`src/rtl/cpu_pkg.sv`:
```
// Shared CPU types: decoded control ops, PC controller states and the fetch step size.
package cpu_pkg;

  typedef enum logic [3:0] {
    CU_NOP   = 4'd0,
    CU_ALU   = 4'd1,
    CU_LOAD  = 4'd2,
    CU_STORE = 4'd3,
    CU_JAL   = 4'd4,
    CU_JALR  = 4'd5,
    CU_BEQ   = 4'd6,
    CU_BNE   = 4'd7,
    CU_BLT   = 4'd8,
    CU_BGE   = 4'd9,
    CU_BLTU  = 4'd10,
    CU_BGEU  = 4'd11,
    CU_HALT  = 4'd12
  } cu_op_t;

  typedef enum logic [1:0] {
    PC_BOOT = 2'd0,
    PC_RUN  = 2'd1,
    PC_HALT = 2'd2
  } pc_state_t;

  localparam int unsigned PC_STEP = 4;

endpackage

```
`src/rtl/pc_ctrl_if.sv`:
```
// Control-unit <-> PC controller bundle; master is the control unit/ALU side, slave is pc_ctrl.
interface pc_ctrl_if
  import cpu_pkg::*;
#(
  parameter int unsigned XLEN  = 32,
  parameter int unsigned CNT_W = 32
);
  logic              iready;
  cu_op_t            cuOP;
  logic [XLEN-1:0]   rs1Read;
  logic [XLEN-1:0]   signExtend;
  logic              Zero;
  logic              ALUneg;
  logic              ALUltu;
  logic [XLEN-1:0]   trap_vec;
  logic              resume;
  logic [XLEN-1:0]   PCaddr;
  logic [XLEN-1:0]   link_pc;
  logic              fetch_en;
  logic              halted;
  logic              trap;
  logic [XLEN-1:0]   epc;
  logic [CNT_W-1:0]  instret;

  modport master (
    output iready, cuOP, rs1Read, signExtend, Zero, ALUneg, ALUltu, trap_vec, resume,
    input  PCaddr, link_pc, fetch_en, halted, trap, epc, instret
  );

  modport slave (
    input  iready, cuOP, rs1Read, signExtend, Zero, ALUneg, ALUltu, trap_vec, resume,
    output PCaddr, link_pc, fetch_en, halted, trap, epc, instret
  );
endinterface

```
`src/rtl/pc_ctrl_branch_resolve.sv`:
```
// Combinational jump/branch resolution: taken flag, redirect target and misalignment.
module branch_resolve
  import cpu_pkg::*;
#(
  parameter int unsigned XLEN = 32
) (
  input  cu_op_t          cuOP,
  input  logic [XLEN-1:0] PC,
  input  logic [XLEN-1:0] rs1Read,
  input  logic [XLEN-1:0] signExtend,
  input  logic            Zero,
  input  logic            ALUneg,
  input  logic            ALUltu,
  output logic            taken,
  output logic [XLEN-1:0] target,
  output logic            misaligned
);

  logic [XLEN-1:0] w_rel;
  logic [XLEN-1:0] w_jalr;

  assign w_rel  = PC + signExtend;
  assign w_jalr = (rs1Read + signExtend) & ~XLEN'(1);

  always_comb begin
    taken  = 1'b0;
    target = w_rel;
    case (cuOP)
      CU_JAL:  taken = 1'b1;
      CU_JALR: begin
        taken  = 1'b1;
        target = w_jalr;
      end
      CU_BEQ:  taken = Zero;
      CU_BNE:  taken = !Zero;
      CU_BLT:  taken = ALUneg;
      CU_BGE:  taken = !ALUneg;
      CU_BLTU: taken = ALUltu;
      CU_BGEU: taken = !ALUltu;
      default: taken = 1'b0;
    endcase
    // JALR target bit 0 is already cleared, so one test covers both alignment rules.
    misaligned = taken && (target[1:0] != 2'b00);
  end

endmodule

```
`src/rtl/pc_ctrl.sv`:
```
// PC controller: BOOT/RUN/HALT FSM, PC/epc/instret registers, 1-cycle redirect latency.
// Stalls (holds everything) while iready is low in RUN; HALT ignores all but resume.
module pc_ctrl
  import cpu_pkg::*;
#(
  parameter int unsigned     XLEN   = 32,
  parameter logic [XLEN-1:0] INITPC = '0,
  parameter int unsigned     CNT_W  = 32
) (
  input  logic     clk,
  input  logic     nRST,
  pc_ctrl_if.slave bus
);

  pc_state_t        r_state;
  pc_state_t        w_state_nxt;
  logic [XLEN-1:0]  r_pc;
  logic [XLEN-1:0]  w_pc_nxt;
  logic [XLEN-1:0]  r_epc;
  logic [XLEN-1:0]  w_epc_nxt;
  logic [CNT_W-1:0] r_instret;
  logic [CNT_W-1:0] w_instret_nxt;
  logic             r_trap;
  logic             w_trap_nxt;

  logic             w_taken;
  logic [XLEN-1:0]  w_target;
  logic             w_misaligned;
  logic [XLEN-1:0]  w_seq_pc;
  logic [XLEN-1:0]  w_trap_vec;

  branch_resolve #(.XLEN(XLEN)) u_branch_resolve (
    .cuOP       (bus.cuOP),
    .PC         (r_pc),
    .rs1Read    (bus.rs1Read),
    .signExtend (bus.signExtend),
    .Zero       (bus.Zero),
    .ALUneg     (bus.ALUneg),
    .ALUltu     (bus.ALUltu),
    .taken      (w_taken),
    .target     (w_target),
    .misaligned (w_misaligned)
  );

  assign w_seq_pc   = r_pc + XLEN'(PC_STEP);
  assign w_trap_vec = bus.trap_vec & ~XLEN'(3);

  always_ff @(posedge clk or negedge nRST) begin
    if (!nRST) begin
      r_state <= PC_BOOT;
    end else begin
      r_state <= w_state_nxt;
    end
  end

  always_ff @(posedge clk or negedge nRST) begin
    if (!nRST) begin
      r_pc      <= INITPC;
      r_epc     <= '0;
      r_instret <= '0;
      r_trap    <= 1'b0;
    end else begin
      r_pc      <= w_pc_nxt;
      r_epc     <= w_epc_nxt;
      r_instret <= w_instret_nxt;
      r_trap    <= w_trap_nxt;
    end
  end

  always_comb begin
    w_state_nxt   = r_state;
    w_pc_nxt      = r_pc;
    w_epc_nxt     = r_epc;
    w_instret_nxt = r_instret;
    w_trap_nxt    = 1'b0;
    case (r_state)
      PC_BOOT: w_state_nxt = PC_RUN;
      PC_RUN: begin
        if (bus.iready) begin
          // A faulting redirect does not retire; the handler starts at trap_vec.
          if (w_misaligned) begin
            w_pc_nxt   = w_trap_vec;
            w_epc_nxt  = r_pc;
            w_trap_nxt = 1'b1;
          end else begin
            w_pc_nxt      = w_taken ? w_target : w_seq_pc;
            w_instret_nxt = r_instret + CNT_W'(1);
            if (bus.cuOP == CU_HALT) begin
              w_state_nxt = PC_HALT;
            end
          end
        end
      end
      PC_HALT: begin
        if (bus.resume) begin
          w_state_nxt = PC_RUN;
        end
      end
      default: w_state_nxt = PC_BOOT;
    endcase
  end

  assign bus.PCaddr   = r_pc;
  assign bus.link_pc  = w_seq_pc;
  assign bus.fetch_en = (r_state == PC_RUN);
  assign bus.halted   = (r_state == PC_HALT);
  assign bus.trap     = r_trap;
  assign bus.epc      = r_epc;
  assign bus.instret  = r_instret;

endmodule
```
`src/flat_wrapper.sv`:
```
// flat-port wrapper written by rule: the top's interface ports become plain ports
module pc_ctrl_flat import cpu_pkg::*;
#(
  parameter int unsigned     XLEN   = 32,
  parameter logic [XLEN-1:0] INITPC = '0,
  parameter int unsigned     CNT_W  = 32
)
  (clk, nRST, bus_iready, bus_cuOP, bus_rs1Read, bus_signExtend, bus_Zero, bus_ALUneg, bus_ALUltu, bus_trap_vec, bus_resume, bus_PCaddr, bus_link_pc, bus_fetch_en, bus_halted, bus_trap, bus_epc, bus_instret);
  pc_ctrl_if #(.XLEN(XLEN), .CNT_W(CNT_W)) bus_i ();
  input  logic clk;
  input  logic nRST;
  input wire logic [$bits(bus_i.iready)-1:0] bus_iready;
  input wire logic [$bits(bus_i.cuOP)-1:0] bus_cuOP;
  input wire logic [$bits(bus_i.rs1Read)-1:0] bus_rs1Read;
  input wire logic [$bits(bus_i.signExtend)-1:0] bus_signExtend;
  input wire logic [$bits(bus_i.Zero)-1:0] bus_Zero;
  input wire logic [$bits(bus_i.ALUneg)-1:0] bus_ALUneg;
  input wire logic [$bits(bus_i.ALUltu)-1:0] bus_ALUltu;
  input wire logic [$bits(bus_i.trap_vec)-1:0] bus_trap_vec;
  input wire logic [$bits(bus_i.resume)-1:0] bus_resume;
  output wire logic [$bits(bus_i.PCaddr)-1:0] bus_PCaddr;
  output wire logic [$bits(bus_i.link_pc)-1:0] bus_link_pc;
  output wire logic [$bits(bus_i.fetch_en)-1:0] bus_fetch_en;
  output wire logic [$bits(bus_i.halted)-1:0] bus_halted;
  output wire logic [$bits(bus_i.trap)-1:0] bus_trap;
  output wire logic [$bits(bus_i.epc)-1:0] bus_epc;
  output wire logic [$bits(bus_i.instret)-1:0] bus_instret;
  assign bus_i.iready = bus_iready;
  assign bus_i.cuOP = bus_cuOP;
  assign bus_i.rs1Read = bus_rs1Read;
  assign bus_i.signExtend = bus_signExtend;
  assign bus_i.Zero = bus_Zero;
  assign bus_i.ALUneg = bus_ALUneg;
  assign bus_i.ALUltu = bus_ALUltu;
  assign bus_i.trap_vec = bus_trap_vec;
  assign bus_i.resume = bus_resume;
  assign bus_PCaddr = bus_i.PCaddr;
  assign bus_link_pc = bus_i.link_pc;
  assign bus_fetch_en = bus_i.fetch_en;
  assign bus_halted = bus_i.halted;
  assign bus_trap = bus_i.trap;
  assign bus_epc = bus_i.epc;
  assign bus_instret = bus_i.instret;
  pc_ctrl #(.XLEN(XLEN), .INITPC(INITPC), .CNT_W(CNT_W)) u_core (.clk(clk), .nRST(nRST), .bus(bus_i));
endmodule
```
`config.mk`:
```
export PLATFORM = sky130hd
export DESIGN_NAME = pc_ctrl_flat
export DESIGN_NICKNAME = d
export VERILOG_FILES = /design/src/rtl/cpu_pkg.sv /design/src/rtl/pc_ctrl_if.sv /design/src/rtl/pc_ctrl_branch_resolve.sv /design/src/rtl/pc_ctrl.sv /design/src/flat_wrapper.sv
export SDC_FILE = /design/constraint.sdc
export NUM_CORES = 1
export LEC_CHECK = 0
export CAP_MARGIN = 5
export CORE_ASPECT_RATIO = 0.75
export CORE_MARGIN = 2
export CORE_UTILIZATION = 28
export CTS_CLUSTER_DIAMETER = 60
export DETAILED_ROUTE_END_ITERATION = 7
export MAX_ROUTING_LAYER = met4
export PLACE_DENSITY = 0.58
export SETUP_SLACK_MARGIN = 0.5
export SYNTH_ARGS = -nofsm -noshare
export SYNTH_HDL_FRONTEND = slang
export SYNTH_SLANG_ARGS = --single-unit
export TNS_END_PERCENT = 100
```
`constraint.sdc`:
```
create_clock -name clk -period 4.6 [get_ports clk]
set_input_delay 0.46 -clock clk [delete_from_list [all_inputs] [get_ports clk]]
set_output_delay 0.46 -clock clk [all_outputs]
set_load 0.005 [all_outputs]
```
== After elaboration in Yosys (flattened, before gate mapping) ==
Index checks and enable logic that the tools add are counted.

* Bits in registers: 99
* Logic and storage cells: 48
* Output and inout port bits: 131
* Bits of input ports: 107

* Muxes and demuxes: 12
* Eq/ne operators: 15
* Bitwise gates (word level): 1
* Reduce and logical (&&, ||, !) cells: 11
* Add/subtract/negate cells: 4

{| class="wikitable"
|+ Operators with widths
! kind !! number
|-
| 32-bit two-way mux || 3
|-
| 32-bit adder || 2
|-
| 32-bit by 1-bit adder with 32-bit output (second input constant) || 1
|-
| 32-bit by 3-bit adder with 32-bit output (second input constant) || 1
|-
| 4-bit equality test (second input constant) || 5
|-
| 4-bit by 3-bit equality test with 1-bit output (second input constant) || 4
|-
| 2-bit two-way mux || 4
|-
| 1-bit case mux with 7 select lines || 1
|-
| 2-bit != test (second input constant) || 3
|-
| 2-bit case mux with 3 select lines || 1
|-
| 3-bit AND reduction || 2
|-
| 4-bit AND reduction || 1
|-
| 1-bit logical NOT || 3
|-
| 1-bit two-way mux || 3
|-
| 2-bit by 1-bit equality test with 1-bit output (second input constant) || 1
|-
| 2-bit equality test (second input constant) || 1
|-
| 2-bit logical NOT || 1
|-
| 2-bit by 1-bit != test with 1-bit output (second input constant) || 1
|-
| 2-bit AND reduction || 1
|-
| 2-bit nonzero test || 1
|-
| 2-bit OR reduction || 1
|-
| 1-bit logical AND || 1
|-
| 1-bit NOT || 1
|}

== Depth between registers and ports, before layout ==
* Depth in word-level cells: 7
* Depth in mapped cells: 12
* Mapped depth without buffers: 12

== Hierarchy ==
A second synthesis with hierarchy kept.

* Cell total of the unflattened synthesis: 1016
* Area total of the unflattened synthesis: 8698.3 µm²

{| class="wikitable"
|+ By module, submodules not included
! module !! cells an instance !! instances !! area an instance (µm²)
|-
| pc_ctrl || 474 || 1 || 5007.3
|-
| branch_resolve || 542 || 1 || 3691.0
|}

== Least setup slack after synthesis ==
OpenSTA, ideal clock, no wires.

* Path type: input port to flip-flop
* Start: in bus_signExtend[0]
* End: reg u_core.r_pc[28] (netlist: u_core.bus.PCaddr[28])
* Data arrival time: 2.637 ns
* Path slack: 1.830 ns
* Stages: 12
* Required time: 4.467 ns
* Buffers on the path: 0
* Cell sequence: ha_1 inv_1 fa_1 nand2b_1 a21o_1 a31o_2 a31oi_4 a21oi_2 o31ai_4 a31oi_1 a2111oi_2 a31oi_1

* Longest elaborated chain between the ends: 5
* Elaborated cells between the ends (all ways): 7
* Those cells by class: add/sub (2); mux (3); reduce/logical (2)

{| class="wikitable"
|+ Ends and longest elaborated chain
! what !! line !! source
|-
| from (decl) || flat_wrapper.sv:15 || <nowiki>input wire logic [$bits(bus_i.signExtend)-1:0] bus_signExtend;</nowiki>
|-
| 32-bit adder (on tied branches) || pc_ctrl_branch_resolve.sv:22, pc_ctrl_branch_resolve.sv:23 ||
|-
| 32-bit two-way mux (*) || pc_ctrl_branch_resolve.sv:28 || <nowiki>case (cuOP)</nowiki>
|-
| 2-bit nonzero test || pc_ctrl_branch_resolve.sv:43 || <nowiki>misaligned = taken && (target[1:0] != 2'b00);</nowiki>
|-
| 1-bit logical AND || pc_ctrl_branch_resolve.sv:43 ||
|-
| 32-bit two-way mux (*) || pc_ctrl.sv:81 || <nowiki>if (w_misaligned) begin</nowiki>
|-
| to (signal assigned) || pc_ctrl.sv:63 || <nowiki>r_pc <= w_pc_nxt;</nowiki>
|-
| to (decl) || pc_ctrl.sv:17 || <nowiki>logic [XLEN-1:0] r_pc;</nowiki>
|}

Mark *: on every way between the ends. The rest lies on a longest branch, timed or not.
A chain may end at the register's enable or synchronous reset.

== Final worst setup path ==
* Start: reg u_core.r_pc[4] (netlist: u_core.bus.PCaddr[4])
* End: out bus_link_pc[25]

* Longest elaborated chain between the ends: 1

{| class="wikitable"
|+ Ends and longest elaborated chain
! what !! line !! source
|-
| 32-bit by 3-bit adder with 32-bit output || pc_ctrl.sv:45 || <nowiki>assign w_seq_pc = r_pc + XLEN'(PC_STEP);</nowiki>
|-
| to (decl) || flat_wrapper.sv:22 || <nowiki>output wire logic [$bits(bus_i.link_pc)-1:0] bus_link_pc;</nowiki>
|}

No other way between the ends.

==> results.json <==
{
  "crit_chain": "nand4_1 -> nor4_2 -> and2_1 -> nand2_1 -> xnor2_1 -> clkdlybuf4s50_1",
  "ys_top_cells_by_count": "192 x nand2_1, 99 x dfrtp_1, 89 x a21oi_1",
  "clock_skew_ps": 14.11,
  "finalWirelength_um": 33670,
  "fin_crit_ps": 3693,
  "cts.clk_slew.worst_paths_ps": 70,
  "synth_largest_type_area_fraction_pct": 27.93,
  "cts_buffers": 9,
  "relSlewSlack_pct": 45.06,
  "io_pins": 238,
  "fill_cells": 3242,
  "die_w_um": 209.5,
  "grt_pass1_wl_um": 51150,
  "cts.sinks": 99,
  "first_global_vias": 8818,
  "finalMaxSlewViolations": 0,
  "drive_gt1_share_pct": 5.387,
  "hp-class": "in -> async",
  "finalHoldViolCount": 0,
  "synth-edff-count": 0,
  "postCtsSetupRepairBufs": 0,
  "grt_max_degree": 63,
  "wl_per_cell_um": 19.51,
  "rows": 56,
  "yosysWarnings": 0,
  "worstSetupEndpointType": "output pin",
  "cts_resized": 0,
  "clock.fmax_mhz": 270.8,
  "p_leak_nw": 5.018,
  "yosysMostFrequentCell": "nand2_1",
  "cts_root_buf": "clkbuf_16",
  "dieArea_mm2": 0.03313,
  "ant_nets": 0,
  "grtUsageTotal_pct": 20.70,
  "cts_max_level": 3,
  "tightest_slew_ps": 824.1,
  "syn_inst": 1112,
  "overflow": 0,
  "async_flop_share_pct": 100.0,
  "cts_buffer_depth": 2,
  "synthDistinctLibCells": 84,
  "status": "completed",
  "die_h_um": 158.1,
  "rsz0062_at_grt": "no",
  "path_max_fanout": 10,
  "required_ps": 4140,
  "detailed_place_hpwl_um": 26810,
  "synthToLayoutAreaGrowth_pct": 34.24,
  "syn_area_mm2": 0.008870,
  "routabilityCongestion": 0.9197,
  "layout.cells.non_filler": 1726,
  "maxCapViolCount": 0,
  "drtIter0Drc": 667,
  "drc": 0,
  "tns_ps": 0,
  "cp_slowest_stage_delay_ps": 640,
  "yosysTopAreaCell": "dfrtp_1",
  "start_util_pct": 28.38,
  "insertion_delay_ps": 360,
  "syn_nets": 1284,
  "syn_area_per_cell_um2": 7.976,
  "core-area_mm2": 0.03125,
  "ctsHoldBuffers": 0,
  "synth_area_leaders": "dfrtp_1 28%, ha_1 8.9%, nand2_1 8.1%",
  "ys_seq_elements": 99,
  "ir_drop_mv": 0.1735,
  "vias_per_cell": 5.293,
  "timing.final.crit_share_pct": 80.29,
  "nets": 1485,
  "setup_violations": 0,
  "start_kind": "flip-flop",
  "antenna_found_initial": 2,
  "cts_tree": "built",
  "vias": 9136,
  "drt_pass1_iterations": 6,
  "numPortBuffers": 235,
  "cp.arrival_ps": 3230,
  "placedCellCount": 1708,
  "synthFlopType": "dfrtp_1",
  "seq_area_frac_synth_pct": 27.93,
  "cp_slowest_cell": "nor4_2",
  "powerDensity_mw_per_mm2": 451.2,
  "rr_worst_depth": 10,
  "worstSetupPathType": "reg -> out"
}
logic make-up (layout without fill, tap and decap cells):
group / count (synthesis) / count (layout) / share of synthesized area [%]
multiplexers: 5 / 5 / 0.5784
flip-flops: 99 / 99 / 27.93
other: 0 / 2 / 0
buffers and inverters: 88 / 294 / 4.063
AND/OR/NAND/NOR: 434 / 434 / 23.23
adder cells (fa/ha/maj): 65 / 65 / 9.338
XOR/XNOR: 114 / 114 / 11.26
AO/OA/AOI/OAI: 307 / 307 / 23.60
critical path: cells and delay by family (launching register included):
family / cells / cell delay (ps)
simple gates: 4 / 1380
flops: 1 / 590
buf+inv: 1 / 570
xor+xnor: 1 / 330
sequential cells by signal, summed over array words and instances, names as in the netlist:
name	cells
u_core.bus.epc	32
u_core.r_state	2
u_core.bus.instret	32
u_core.bus.PCaddr	32
u_core.bus.trap	1
worst paths after layout:
kind	from	endpoint	slack, ps
worst max-delay path	u_core.bus.PCaddr[4]	bus_link_pc[25]	910
worst min-delay path	nRST	u_core.bus.instret[25]	200
worst max register to register	u_core.bus.PCaddr[3]	u_core.bus.PCaddr[31]	1350
worst min register to register	u_core.bus.instret[31]	u_core.bus.instret[31]	470
max in group asynchronous	nRST	u_core.bus.epc[0]	3340
min in group clk	u_core.bus.instret[31]	u_core.bus.instret[31]	470
power by group:
group	internal, mW	total [mW]	switching, mW
Sequential	1.11	1.53	0.419
Clock	0.504	0.851	0.347
Combinational	1.50	2.99	1.48
Total	3.12	5.37	2.25
routing by layer:
metal / GRT usage (%) / vias up / part of all wire, %
met5: - / - / 0
met1: 28.61 / 4375 / 47
met4: 3.479 / 0 / 1.4
li1: - / 4398 / -
met3: 3.928 / 30 / 7.0
met2: 31.92 / 333 / 44
cell usage in the layout, fill, tap and decap left out, types with 14 or more instances in the layout:
cell	count
dfrtp_1	99
and3_1	18
nand2_1	192
a211oi_1	14
nand3_1	43
nor3_1	17
clkdlybuf4s50_1	234
a21o_1	22
a31oi_1	17
xnor2_1	81
ha_1	63
nand4_1	21
o21ai_0	46
a21oi_1	89
xor2_1	33
nor2_1	76
inv_1	28
metrics by stage:
step | hold slack [ps] | area [um2] | total power, mW | util (%) | setup slack, ps
2_1_floorplan | 164.4 | 8870 | 3.071 | - | 1830
3_3_place_gp | 460.9 | 11570 | 4.502 | 37.04 | 747.7
3_5_place_dp | 462.7 | 11570 | 4.520 | 37.04 | 732.6
4_1_cts | 228.7 | 11900 | 5.403 | 38.08 | 921.7
5_1_grt | 271.7 | 11910 | 5.738 | 38.10 | 679.6
6_report | 198.9 | 11910 | 5.372 | 38.10 | 906.6
cell type report:
type | instances | area (um2) | share of cell area [%]
Antenna cell | 2 | 5.005 | 0.04203
Clock buffer | 11 | 252.7 | 2.123
Clock inverter | 5 | 75.07 | 0.6305
Inverter | 31 | 116.4 | 0.9773
Multi-Input combinational cell | 925 | 6032 | 50.66
Sequential cell | 99 | 2477 | 20.81
Tap cell | 406 | 508.0 | 4.267
Timing Repair Buffer | 247 | 2440 | 20.49
Power figures use the tool's default switching activity.
